$ cat config.mk
export PLATFORM = sky130hd
export DESIGN_NAME = init_sequencer
export DESIGN_NICKNAME = d
export VERILOG_FILES = /design/src/rtl/init_seq_pkg.sv /design/src/rtl/init_seq_sync.sv /design/src/rtl/init_sequencer.sv
export SDC_FILE = /design/constraint.sdc
export NUM_CORES = 1
export LEC_CHECK = 0
export ABC_CLOCK_PERIOD_IN_PS = 6310
export CAP_MARGIN = 25
export CORE_MARGIN = 4
export CORE_UTILIZATION = 45
export CTS_BUF_LIST = sky130_fd_sc_hd__clkbuf_8 sky130_fd_sc_hd__clkbuf_16
export DETAILED_ROUTE_END_ITERATION = 12
export GPL_TIMING_DRIVEN = 0
export PLACE_DENSITY_LB_ADDON = 0.1
export SETUP_SLACK_MARGIN = 0.3
export SLEW_MARGIN = 10
export SYNTH_ARGS = -nofsm -noshare
export SYNTH_HDL_FRONTEND = slang
export SYNTH_SLANG_ARGS = --single-unit
export TNS_END_PERCENT = 30
$ cat constraint.sdc
create_clock -name clk -period 6.31 [get_ports clk]
set_input_delay 1.262 -clock clk [delete_from_list [all_inputs] [get_ports clk]]
set_output_delay 1.262 -clock clk [all_outputs]
set_load 0.02 [all_outputs]
$ cat src/rtl/init_seq_pkg.sv
// Shared types and constants for the power-up init sequencer.
package init_seq_pkg;

  typedef enum logic [2:0] {
    ST_POR        = 3'd0,
    ST_WAIT_INIT  = 3'd1,
    ST_WAIT_CALIB = 3'd2,
    ST_WAIT_PLL   = 3'd3,
    ST_STAGE      = 3'd4,
    ST_RUN        = 3'd5,
    ST_FAULT      = 3'd6
  } state_t;

  localparam logic [1:0] FC_NONE  = 2'd0;
  localparam logic [1:0] FC_INIT  = 2'd1;
  localparam logic [1:0] FC_CALIB = 2'd2;
  localparam logic [1:0] FC_PLL   = 2'd3;

  localparam int SYNC_DEPTH = 2;
  localparam int CNT_W      = 24;

  localparam logic [7:0] LLC_MAX = 8'd255;

  // Fault code reported when a WAIT state times out.
  function automatic logic [1:0] fault_code_of(state_t s);
    case (s)
      ST_WAIT_INIT:  return FC_INIT;
      ST_WAIT_CALIB: return FC_CALIB;
      ST_WAIT_PLL:   return FC_PLL;
      default:       return FC_NONE;
    endcase
  endfunction

  // States in which the shared timeout/stage counter runs.
  function automatic logic is_counting(state_t s);
    return (s == ST_WAIT_INIT) || (s == ST_WAIT_CALIB) ||
           (s == ST_WAIT_PLL)  || (s == ST_STAGE);
  endfunction

endpackage

$ cat src/rtl/init_seq_sync.sv
// Single-bit two-flop synchronizer for status inputs from other clock domains.
module init_seq_sync
  import init_seq_pkg::*;
(
  input  logic clk,
  input  logic reset,
  input  logic d,
  output logic q
);

  logic [SYNC_DEPTH-1:0] sync_q;

  // Shift the asynchronous input through the synchronizer chain.
  always_ff @(posedge clk or posedge reset) begin
    if (reset) sync_q <= '0;
    else       sync_q <= {sync_q[SYNC_DEPTH-2:0], d};
  end

  assign q = sync_q[SYNC_DEPTH-1];

endmodule

$ cat src/rtl/init_sequencer.sv
// Power-up init sequencer: walks the fabric through POR, device init,
// bank/transceiver calibration and PLL lock, then releases peripheral and
// core resets in two stages. Any WAIT state that stalls too long lands in
// a sticky FAULT state until software restarts the sequence.
//
//   state       | meaning
//   ------------+-----------------------------------------------
//   POR         | waiting for fabric power-on-reset release
//   WAIT_INIT   | waiting for device init done
//   WAIT_CALIB  | waiting for both bank calibrations and xcvr init
//   WAIT_PLL    | waiting for PLL lock
//   STAGE       | peripherals out of reset, core still held
//   RUN         | everything released, READY high
//   FAULT       | a WAIT state timed out; resets held low
module init_sequencer
  import init_seq_pkg::*;
#(
  parameter int unsigned TIMEOUT_CYCLES = 1000000,
  parameter int unsigned STAGE_DELAY    = 256
) (
  input  logic       clk,
  input  logic       reset,
  input  logic       fabric_por_n,
  input  logic       device_init_done,
  input  logic       bank_0_calib_status,
  input  logic       bank_1_calib_status,
  input  logic       xcvr_init_done,
  input  logic       pll_lock,
  input  logic       sw_reset,
  output logic       periph_reset_n,
  output logic       core_reset_n,
  output logic       ready,
  output logic       fault,
  output logic [1:0] fault_code,
  output logic [2:0] state,
  output logic [7:0] lock_loss_cnt
);

  localparam logic [CNT_W-1:0] TO_LAST = CNT_W'(TIMEOUT_CYCLES - 1);
  localparam logic [CNT_W-1:0] SD_LAST = CNT_W'(STAGE_DELAY - 1);

  logic por_s, init_s, bank0_s, bank1_s, xcvr_s, lock_s;

  state_t           state_q, state_d;
  logic [CNT_W-1:0] cnt_q, cnt_d;
  logic             at_timeout, stage_done, calib_ok, llc_inc;

  logic       periph_d, core_d, ready_d, fault_d;
  logic [1:0] code_d;
  logic [7:0] llc_d;

  init_seq_sync u_sync_por   (.clk(clk), .reset(reset), .d(fabric_por_n),        .q(por_s));
  init_seq_sync u_sync_init  (.clk(clk), .reset(reset), .d(device_init_done),    .q(init_s));
  init_seq_sync u_sync_bank0 (.clk(clk), .reset(reset), .d(bank_0_calib_status), .q(bank0_s));
  init_seq_sync u_sync_bank1 (.clk(clk), .reset(reset), .d(bank_1_calib_status), .q(bank1_s));
  init_seq_sync u_sync_xcvr  (.clk(clk), .reset(reset), .d(xcvr_init_done),      .q(xcvr_s));
  init_seq_sync u_sync_lock  (.clk(clk), .reset(reset), .d(pll_lock),            .q(lock_s));

  assign at_timeout = (cnt_q == TO_LAST);
  assign stage_done = (cnt_q == SD_LAST);
  assign calib_ok   = bank0_s && bank1_s && xcvr_s;
  assign llc_inc    = (state_q == ST_RUN) && (state_d == ST_WAIT_PLL);

  // State and shared counter registers.
  always_ff @(posedge clk or posedge reset) begin
    if (reset) begin
      state_q <= ST_POR;
      cnt_q   <= '0;
    end else begin
      state_q <= state_d;
      cnt_q   <= cnt_d;
    end
  end

  // Next state: sw_reset, then POR loss, then lock loss, then timeout.
  // Within a WAIT state the exit condition is tested before the timeout.
  always_comb begin
    state_d = state_q;
    if (sw_reset) begin
      state_d = ST_POR;
    end else if ((state_q != ST_POR) && !por_s) begin
      state_d = ST_POR;
    end else begin
      case (state_q)
        ST_POR:        if (por_s) state_d = ST_WAIT_INIT;
        ST_WAIT_INIT:  if (init_s)          state_d = ST_WAIT_CALIB;
                       else if (at_timeout) state_d = ST_FAULT;
        ST_WAIT_CALIB: if (calib_ok)        state_d = ST_WAIT_PLL;
                       else if (at_timeout) state_d = ST_FAULT;
        ST_WAIT_PLL:   if (lock_s)          state_d = ST_STAGE;
                       else if (at_timeout) state_d = ST_FAULT;
        ST_STAGE:      if (!lock_s)         state_d = ST_WAIT_PLL;
                       else if (stage_done) state_d = ST_RUN;
        ST_RUN:        if (!lock_s)         state_d = ST_WAIT_PLL;
        ST_FAULT:      state_d = ST_FAULT;
        default:       state_d = ST_POR;
      endcase
    end
  end

  // Counter restarts at zero on every state change and runs while waiting/staging.
  always_comb begin
    cnt_d = '0;
    if ((state_d == state_q) && is_counting(state_q)) cnt_d = cnt_q + CNT_W'(1);
  end

  // Output values for the upcoming state; registered below so they change
  // on the same edge as the state.
  always_comb begin
    periph_d = (state_d == ST_STAGE) || (state_d == ST_RUN);
    core_d   = (state_d == ST_RUN);
    ready_d  = (state_d == ST_RUN);
    fault_d  = fault;
    code_d   = fault_code;
    llc_d    = lock_loss_cnt;
    if (sw_reset) begin
      fault_d = 1'b0;
      code_d  = FC_NONE;
    end else if ((state_d == ST_FAULT) && (state_q != ST_FAULT)) begin
      fault_d = 1'b1;
      code_d  = fault_code_of(state_q);
    end
    if (llc_inc && (lock_loss_cnt != LLC_MAX)) llc_d = lock_loss_cnt + 8'd1;
  end

  // Output registers; async reset drops both resets without waiting for clk.
  always_ff @(posedge clk or posedge reset) begin
    if (reset) begin
      periph_reset_n <= 1'b0;
      core_reset_n   <= 1'b0;
      ready          <= 1'b0;
      fault          <= 1'b0;
      fault_code     <= FC_NONE;
      state          <= 3'd0;
      lock_loss_cnt  <= 8'd0;
    end else begin
      periph_reset_n <= periph_d;
      core_reset_n   <= core_d;
      ready          <= ready_d;
      fault          <= fault_d;
      fault_code     <= code_d;
      state          <= state_d;
      lock_loss_cnt  <= llc_d;
    end
  end

endmodule

==> metrics.md, run 1 <==
| Metric | Value |
|---|---|
| Status | finished clean |
| Synth Register Bits | 52 |
| # Max-Cap Violations | 0 |
| Routed WL | between 4 and 5 mm |
| Setup crit end kind | flip-flop |
| CP arrival | roughly 3.1 ns |
| Net Sw Frac | between 20% and 30% |
| Peak supply drop | 0.136 mV |
| Post-CTS Setup Bufs | 0 |
| Top cell type's share of synthesized area | 49.5% |
| CP bufs+invs | 2 |
| Wirelength per Cell | 14.4 um |
| Clock Path Buffers | 2 |
| Power Density | between 150 and 200 nW/um^2 |
| I/O Pins | 26 |
| Design Area, Final | 3090 sq um |
| Via-to-Cell Ratio | 5.33 |
| Total Power | ~0.60 mW |
| Area contributors post-synth | dfrtp_1 49%, a21oi_2 7.0%, xor2_1 7.0%, nand3_1 2.7%, xnor2_1 2.7% |
| Crit path max-delay family | buffers and inverters |
| Core Rows | 27 |
| Critical path's slowest cell | clkdlybuf4s50_1 |
| Core footprint | 5570 sq um |
| Avg Inst Size Synth | between 10 and 15 sq um |
| RSZ-0062 raised after global routing | no |
| Hold_buf cts | 0 |
| Initial Utilization | 47.2% |
| Clock Latency Late Sink | 0.30 ns |
| Reg2Reg Capture Point | fault_code[1] |
| DRC errors left | 0 |
| Vias | 1,784 |
| Routed Antenna Nets | 0 |
| Clk pwr share | 33.0% |
| Combinational share of power | 9.9% |
| Hold path depth | 0 |
| Slowest stage delay, CP | 0.47 ns |
| Dpl hpwl | roughly 3.5 mm |
| Sequential share of the synthesized area | 49.5% |
| Final Setup Violations | 0 |
| GRT Total Usage | 14.3% |
| Reg-to-reg setup timing slack | 3.86 ns |
| Ant diodes | 0 |
| Mapped Area | 2630 sq um |
| CTS Buf Count | 5 |
| DR iter-0 viols | 72 |
| Startpoint Class | primary input |
| Root buffer cell | clkbuf_8 |
| Die width | 84.5 um |
| Worst Hold End | u_sync_bank1.sync_q[1] |
| Setup TNS | 0 ns |
| HP Class | reg -> reg |
| Static leakage | 1.24 nW |
| Initial antenna violation count | 0 |
| Syn nets | 240 |
| Sequential power share | 57.1% |
| Relative slew slack | 52.9% |
| DP Area | about 3000 sq um |
| Reg clk slew, reported paths | 0.09 ns |
| Hold Crit Start | u_sync_bank1.sync_q[0] |
| Setup Skew | 0.00304 ns |
| Fmax | 346 MHz |
| RR Startpoint | cnt_q[0] |
| CTS tree | done |
| Largest net degree at the start of global routing | 40 |
| Layout cell share with drive strength beyond 1 | approximately 21% |
| Net load switching power | about 0.15 mW |
| Worst R2R Path Depth | 7 |
| Crit path max fanout | 10 |
| Port bufs | 25 |
| First-pass GRT wire length | 8.42 mm |
| P&R area growth vs syn | 17.4% |
| Clock tree sinks | 52 |
| Die height | 84.5 um |
| Worst Max-Slew Pin Slew | about 0.7 ns |
| Htree depth | 2 |
| Post-cts resize count | 0 |
| Worst setup path class | in -> reg |
| Number of global-route vias before repair | around 1,700 |
| Final hold vios | 0 |
| Synth Warn # | 0 |
| CP Data Required Time | 6.55 ns |
| Count of cell types in the netlist | 53 |
| Cells after Synth | 229 |
| Fin crit share | 45.9% |
| Die Area | about 7100 sq um |
| First-pass detailed-route iteration total | 4 |
| Synth area leader | dfrtp_1 |
| Final #Nets | 273 |
| Internal power | approximately 0.45 mW |
| Overflow left after global routing | 0 |
| Placer congestion estimate | 0.841 |
| Min Tclk post-route | 2.89 ns |
| Max Slew Vio Count | 0 |
| Critical Path, Cell by Cell | clkdlybuf4s50_1 > o21bai_1 > or3_1 > nor3_1 > mux2i_4 > buf_12 > a21oi_2 |
-- registers in the layout (all words and copies together), names as in the netlist --
name / flops
cnt_q: 24
fault: 1
fault_code: 2
lock_loss_cnt: 8
periph_reset_n: 1
ready: 1
state: 3
u_sync_bank0.sync_q: 2
u_sync_bank1.sync_q: 2
u_sync_init.sync_q: 2
u_sync_lock.sync_q: 2
u_sync_por.sync_q: 2
u_sync_xcvr.sync_q: 2
-- cells in the final DEF, fill, tap and decap left out, types with 3 or more instances in the layout --
cell type	synthesis	routed
a21oi_2	21	21
nor2b_1	6	6
nor2_1	12	12
nand4_1	5	5
xnor2_1	8	8
nand2_1	10	10
and3_1	4	4
nand3_1	14	14
buf_12	2	3
dfrtp_1	52	52
xor2_1	21	21
clkdlybuf4s50_1	0	25
nor3b_1	3	3
clkbuf_8	0	6
nor3_1	8	8
nor4_1	5	5
a21oi_1	5	5
inv_1	6	5
-- logic make-up after synthesis --
group	count (synthesis)	synth area share, %
flip-flops	52	49.5
adder cells (fa/ha/maj)	2	0.951
multiplexers	4	2.14
AND/OR/NAND/NOR	88	21.2
buffers and inverters	15	3.76
XOR/XNOR	29	9.66
AO/OA/AOI/OAI	39	12.8
-- power by group through the flow --
| stage | logic [mW] | registers (mW) | clock network [mW] |
|---|---|---|---|
| 2_1_floorplan | 0.0380 | 0.352 | 0 |
| 3_3_place_gp | 0.0582 | 0.350 | 0 |
| 3_5_place_dp | 0.0600 | 0.351 | 0 |
| 4_1_cts | 0.0602 | 0.344 | 0.206 |
| 5_1_grt | 0.0656 | 0.345 | 0.219 |
| 6_report | 0.0595 | 0.344 | 0.199 |
-- layout make-up --
type / count / area [sq um]
Sequential cell: 52 / 1300
Clock inverter: 2 / 15.0
Buffer: 9 / 76.3
Multi-Input combinational cell: 162 / 1230
Clock buffer: 6 / 82.6
Tap cell: 72 / 90.1
Fill cell: 489 / 2490
Timing Repair Buffer: 26 / 270
Inverter: 6 / 22.5
-- through the flow --
stage                     hold WS (ns)  util [%]  worst slack, ns  cells
after floorplan                  0.331         -             3.78    229
after global placement           0.334      53.3             2.80    326
after detailed placement         0.336      53.6             3.08    327
after CTS                        0.357      55.4             3.40    335
after global routing             0.363      55.4             3.30    335
final                            0.355      55.4             3.42    335
-- Yosys cell counts (all sizes together) --
master   number
o21ba         1
nor2b         6
nor3          9
nand2        10
xor2         21
mux2i         1
o31ai         1
and3b         1
and4          2
dfrtp        52
xnor2         8
a311oi        1
buf           7
nand4b        1
ha            2
nor3b         3
and3          5
nand3        16
a31oi         1
a21oi        26
o2bb2ai       1
nand3b        1
o311a         1
or4           1
o21ai         2
nor2         12
o21bai        1
nor4b         1
o22ai         1
o211ai        1
a211o         1
nand4         5
or3b          1
and2          2
clkbuf        2
inv           6
nand2b        2
nor4          9
mux2          3
a21boi        1
or3           1
-- layer usage --
metal,vias up,share of wire (%),track usage [%]
met3,4,4.2,3.63
met5,-,0,0
met2,40,47,22.2
met4,0,0.91,3.74
met1,862,48,20.1
li1,878,-,-
-- worst reg2reg max path: stages (launching register included) --
cell and delay (ns):
dfrtp_1 0.39, ha_1 0.30, nor3b_1 0.22, and4_4 0.29, a21oi_1 0.09, nor4b_1 0.38, o311a_1 0.33, mux2_2 0.36
-- worst max-delay path by stage --
stage | startpoint | endpoint | slack [ns] | depth (start not counted)
global route | sw_reset | cnt_q[5] | 3.30 | 7
CTS | sw_reset | cnt_q[5] | 3.40 | 7
finish | sw_reset | cnt_q[5] | 3.42 | 7
floorplan | sw_reset | cnt_q[10] | 3.78 | 6
global placement | reset | cnt_q[18] | 2.80 | 2
detailed placement | sw_reset | cnt_q[5] | 3.08 | 7
Note: power is estimated with default switching activity, not from simulation.
==> run 2, diff against run 1 <==
--- a/config.mk
+++ b/config.mk
@@ -5,7 +5,7 @@
 export SDC_FILE = /design/constraint.sdc
 export NUM_CORES = 1
 export LEC_CHECK = 0
-export ABC_CLOCK_PERIOD_IN_PS = 6310
+export ABC_CLOCK_PERIOD_IN_PS = 3000
 export CAP_MARGIN = 25
 export CORE_MARGIN = 4
 export CORE_UTILIZATION = 45
==> constraint.sdc (replaced) <==
create_clock -name clk -period 3 [get_ports clk]
set_input_delay 0.6 -clock clk [delete_from_list [all_inputs] [get_ports clk]]
set_output_delay 0.6 -clock clk [all_outputs]
set_load 0.02 [all_outputs]
==> results of run 2 <==
Same layout as run 1 (identical final DEF). Status: finished clean.
Among the figures that moved: setup slack after placement 3.08 ns -> 0.432 ns; setup slack after layout 3.42 ns -> 0.554 ns; start point of the critical path sw_reset -> cnt_q[0]; end point of the critical path cnt_q[5] -> fault_code[1]; register-to-register setup slack 3.86 ns -> 0.55 ns; total power 0.602 mW -> 1.27 mW; worst IR drop on VDD 0.136 mV -> 0.285 mV
==> run 3, diff against run 2 <==
--- a/config.mk
+++ b/config.mk
@@ -5,7 +5,7 @@
 export SDC_FILE = /design/constraint.sdc
 export NUM_CORES = 1
 export LEC_CHECK = 0
-export ABC_CLOCK_PERIOD_IN_PS = 3000
+export ABC_CLOCK_PERIOD_IN_PS = 2100
 export CAP_MARGIN = 25
 export CORE_MARGIN = 4
 export CORE_UTILIZATION = 45
==> constraint.sdc (replaced) <==
create_clock -name clk -period 2.1 [get_ports clk]
set_input_delay 0.42 -clock clk [delete_from_list [all_inputs] [get_ports clk]]
set_output_delay 0.42 -clock clk [all_outputs]
set_load 0.02 [all_outputs]
==> run 3 against run 2 <==
Against the previous run:
- the flow now finishes with violations (negative setup slack)
- final cell count increased by 5.7%
- combinational power grew 78%
- register-to-register slack lost 0.66 ns
- power is 48% higher
- sequential power up 44%
- cell area grew 11%
- first-iteration DRC count is 14% higher
- worst hold slack improved by 0.0039 ns
- worst setup slack got worse by 0.66 ns
- largest cell class is now multi-input gates
- sequential share of layout area is 4.0 points lower
- core utilization is 6.2 points higher
==> metrics.md, run 3 (synthesized netlist as in run 1, its figures left out) <==
| Metric | Value |
|---|---|
| Top Registers | cnt_q (24), lock_loss_cnt (8), state (3) (unchanged) |
| Clock Path Buffers | 2 (unchanged) |
| Reg clk slew, reported paths | 0.10 ns (was 0.09 ns) |
| Max FFs per register | 24 (unchanged) |
| P&R area growth vs syn | 30.6% (was 17.4%) |
| Initial antenna violation count | 0 (unchanged) |
| Critical path's slowest cell | or4_4 (was dfrtp_1) |
| Final Setup Violations | 26 (was 0) |
| Final hold vios | 0 (unchanged) |
| Startpoint Class | flip-flop (unchanged) |
| Die height | 84.5 um (unchanged) |
| Wirelength per Cell | 14.6 um (was 14.4 um) |
| CP arrival | 2.45 ns (was 2.64 ns) |
| DR iter-0 viols | 82 (was 72) |
| Reg with most FFs | cnt_q (unchanged) |
| Commonest non-fill, non-tap cell in the layout | dfrtp_1 (unchanged) |
| Setup Skew | 0.0102 ns (was 0.00304 ns) |
| Placed cells | 327 (unchanged) |
| Reg2Reg Capture Point | lock_loss_cnt[6] (was fault_code[1]) |
| Peak supply drop | 0.458 mV (was 0.285 mV) |
| Crit path max fanout | 8 (was 6) |
| Cell Count, Final, Fillers Out | 354 (was 335) |
| Worst Hold End | u_sync_bank1.sync_q[1] (unchanged) |
| Routed WL | 5.18 mm (was 4.83 mm) |
| First-pass GRT wire length | 8.83 mm (was 8.42 mm) |
| Htree depth | 2 (unchanged) |
| Final #Nets | 292 (was 273) |
| Hold Crit Start | u_sync_bank1.sync_q[0] (unchanged) |
| Static leakage | 1.52 nW (was 1.24 nW) |
| Crit path max-delay family | simple AND/OR/NAND/NOR gates (unchanged) |
| Clock Latency Late Sink | 0.31 ns (was 0.30 ns) |
| Internal power | 1.37 mW (was 0.947 mW) |
| # Max-Cap Violations | 0 (unchanged) |
| Worst Max-Slew Pin Slew | 0.594 ns (was 0.707 ns) |
| CP bufs+invs | 2 (was 0) |
| CP Data Required Time | 2.34 ns (was 3.20 ns) |
| Dpl hpwl | 3.55 mm (was 3.52 mm) |
| Setup crit end kind | flip-flop (unchanged) |
| Min Tclk post-route | 2.21 ns (was 2.45 ns) |
| Die width | 84.5 um (unchanged) |
| FILL cells | 450 (was 489) |
| DRC errors left | 0 (unchanged) |
| Slowest stage delay, CP | 0.56 ns (was 0.39 ns) |
| CTS Buf Count | 5 (unchanged) |
| Worst setup path class | reg -> reg (unchanged) |
| Status | finished, violations left (was finished clean) |
| Failing checks | negative setup slack |
| RSZ-0062 raised after global routing | yes (was no) |
| Fmax | 453 MHz (was 409 MHz) |
| Routed Antenna Nets | 0 (unchanged) |
| Layout cell share with drive strength beyond 1 | 36.5% (was 20.5%) |
| Reg-to-reg setup timing slack | -0.11 ns (was 0.55 ns) |
| Ant diodes | 0 (unchanged) |
| Root buffer cell | clkbuf_8 (unchanged) |
| Core Rows | 27 (unchanged) |
| Die Area | 7130 sq um (unchanged) |
| First-pass detailed-route iteration total | 4 (unchanged) |
| Net Sw Frac | 27.2% (was 25.2%) |
| Hold path depth | 0 (unchanged) |
| Sequential power share | 55.2% (was 57.1%) |
| I/O Pins | 26 (unchanged) |
| HP Class | reg -> reg (unchanged) |
| Final Worst Setup Slack | -0.106 ns (was 0.554 ns) |
| Max Slew Vio Count | 0 (unchanged) |
| RR Startpoint | cnt_q[10] (was cnt_q[0]) |
| Pre-CTS setup slack | -0.225 ns (was 0.432 ns) |
| Fin crit share | 105% (was 81.5%) |
| GRT Total Usage | 15.2% (was 14.3%) |
| Critical Path, Cell by Cell | or4_4 > nor4_4 > buf_4 > o31ai_4 > buf_4 > nor4_2 > xor2_1 (was ha_1 > nor3b_1 > and4_4 > a21oi_1 > nor4b_1 > o311a_1 > mux2_2) |
| Clk pwr share | 32.9% (was 33.0%) |
| Initial Utilization | 47.2% (unchanged) |
| Cell mode on critical path | buf_4 |
| Placer congestion estimate | 0.777 (was 0.841) |
| Clock tree sinks | 52 (unchanged) |
| Worst R2R Path Depth | 7 (unchanged) |
| Power Density | 546 nW/um^2 (was 410 nW/um^2) |
| Port bufs | 25 (unchanged) |
| CTS tree | done (unchanged) |
| Core footprint | 5570 sq um (unchanged) |
| Largest net degree at the start of global routing | 37 (was 40) |
| Highest-count cells in the layout ignoring fill and taps | 44 x dfrtp_1, 22 x a21oi_2, 21 x buf_4, 21 x xor2_1, 16 x clkdlybuf4s50_1 (was 52 x dfrtp_1, 25 x clkdlybuf4s50_1, 21 x a21oi_2, 21 x xor2_1, 14 x nand3_1) |
| Total Power | 1.88 mW (was 1.27 mW) |
| Net load switching power | 0.510 mW (was 0.320 mW) |
| Vias | 1,871 (was 1,784) |
| Overflow left after global routing | 0 (unchanged) |
| Hold_ws | 0.359 ns (was 0.355 ns) |
| Relative slew slack | 60.3% (was 52.9%) |
| Number of global-route vias before repair | 1,837 (was 1,736) |
| Via-to-Cell Ratio | 5.29 (was 5.33) |
| Combinational share of power | 11.8% (was 9.9%) |
run 3: stage by stage:
step	cell area, sq um	utilization, %	setup TNS [ns]
6_report	3440	61.6	-1.53
5_1_grt	3440	61.6	-3.87
4_1_cts	3280	58.8	-1.54
3_5_place_dp	3040	54.5	-5.21
3_3_place_gp	3020	54.2	-36.59
2_1_floorplan	2680	-	0
run 3: worst max path at each step:
stage / startpoint / endpoint / slack (ns) / depth (start not counted)
final: cnt_q[10] / lock_loss_cnt[6] / -0.11 / 7
after detailed placement: cnt_q[10] / cnt_q[18] / -0.23 / 6
after global placement: reset / state[1] / -0.77 / 2
after CTS: cnt_q[0] / fault_code[0] / -0.09 / 7
after floorplan: state[1] / lock_loss_cnt[1] / 0.06 / 5
after global routing: cnt_q[10] / lock_loss_cnt[6] / -0.19 / 7
run 3: power by group through the flow:
| stage | logic, mW | clock network, mW | registers [mW] |
|---|---|---|---|
| 2_1_floorplan | 0.121 | 0 | 1.06 |
| 3_3_place_gp | 0.184 | 0 | 1.05 |
| 3_5_place_dp | 0.189 | 0 | 1.05 |
| 4_1_cts | 0.202 | 0.637 | 1.04 |
| 5_1_grt | 0.244 | 0.681 | 1.04 |
| 6_report | 0.222 | 0.618 | 1.04 |
run 3: timing repair:
action	in CTS	in global routing
setup buffers	9	8
gates cloned	1	1
pin swaps	8	13
setup endpoints to repair	41	45
hold buffers	0	0
resized for setup	12	25
run 3: per-layer routing:
metal	track usage [%]	up-vias	part of all wire, %
met5	0	-	0
met4	3.88	0	1.3
met3	3.53	7	4.3
met2	23.4	38	45
met1	21.8	910	49
li1	-	916	-
run 3: cell type report:
| class | count | area, sq um | area share [%] |
|---|---|---|---|
| Clock buffer | 5 | 68.8 | 2.00 |
| Multi-Input combinational cell | 162 | 1360 | 39.5 |
| Inverter | 6 | 22.5 | 0.655 |
| Timing Repair Buffer | 45 | 473 | 13.8 |
| Buffer | 9 | 85.1 | 2.48 |
| Sequential cell | 52 | 1310 | 38.2 |
| Tap cell | 72 | 90.1 | 2.62 |
| Clock inverter | 3 | 28.8 | 0.838 |
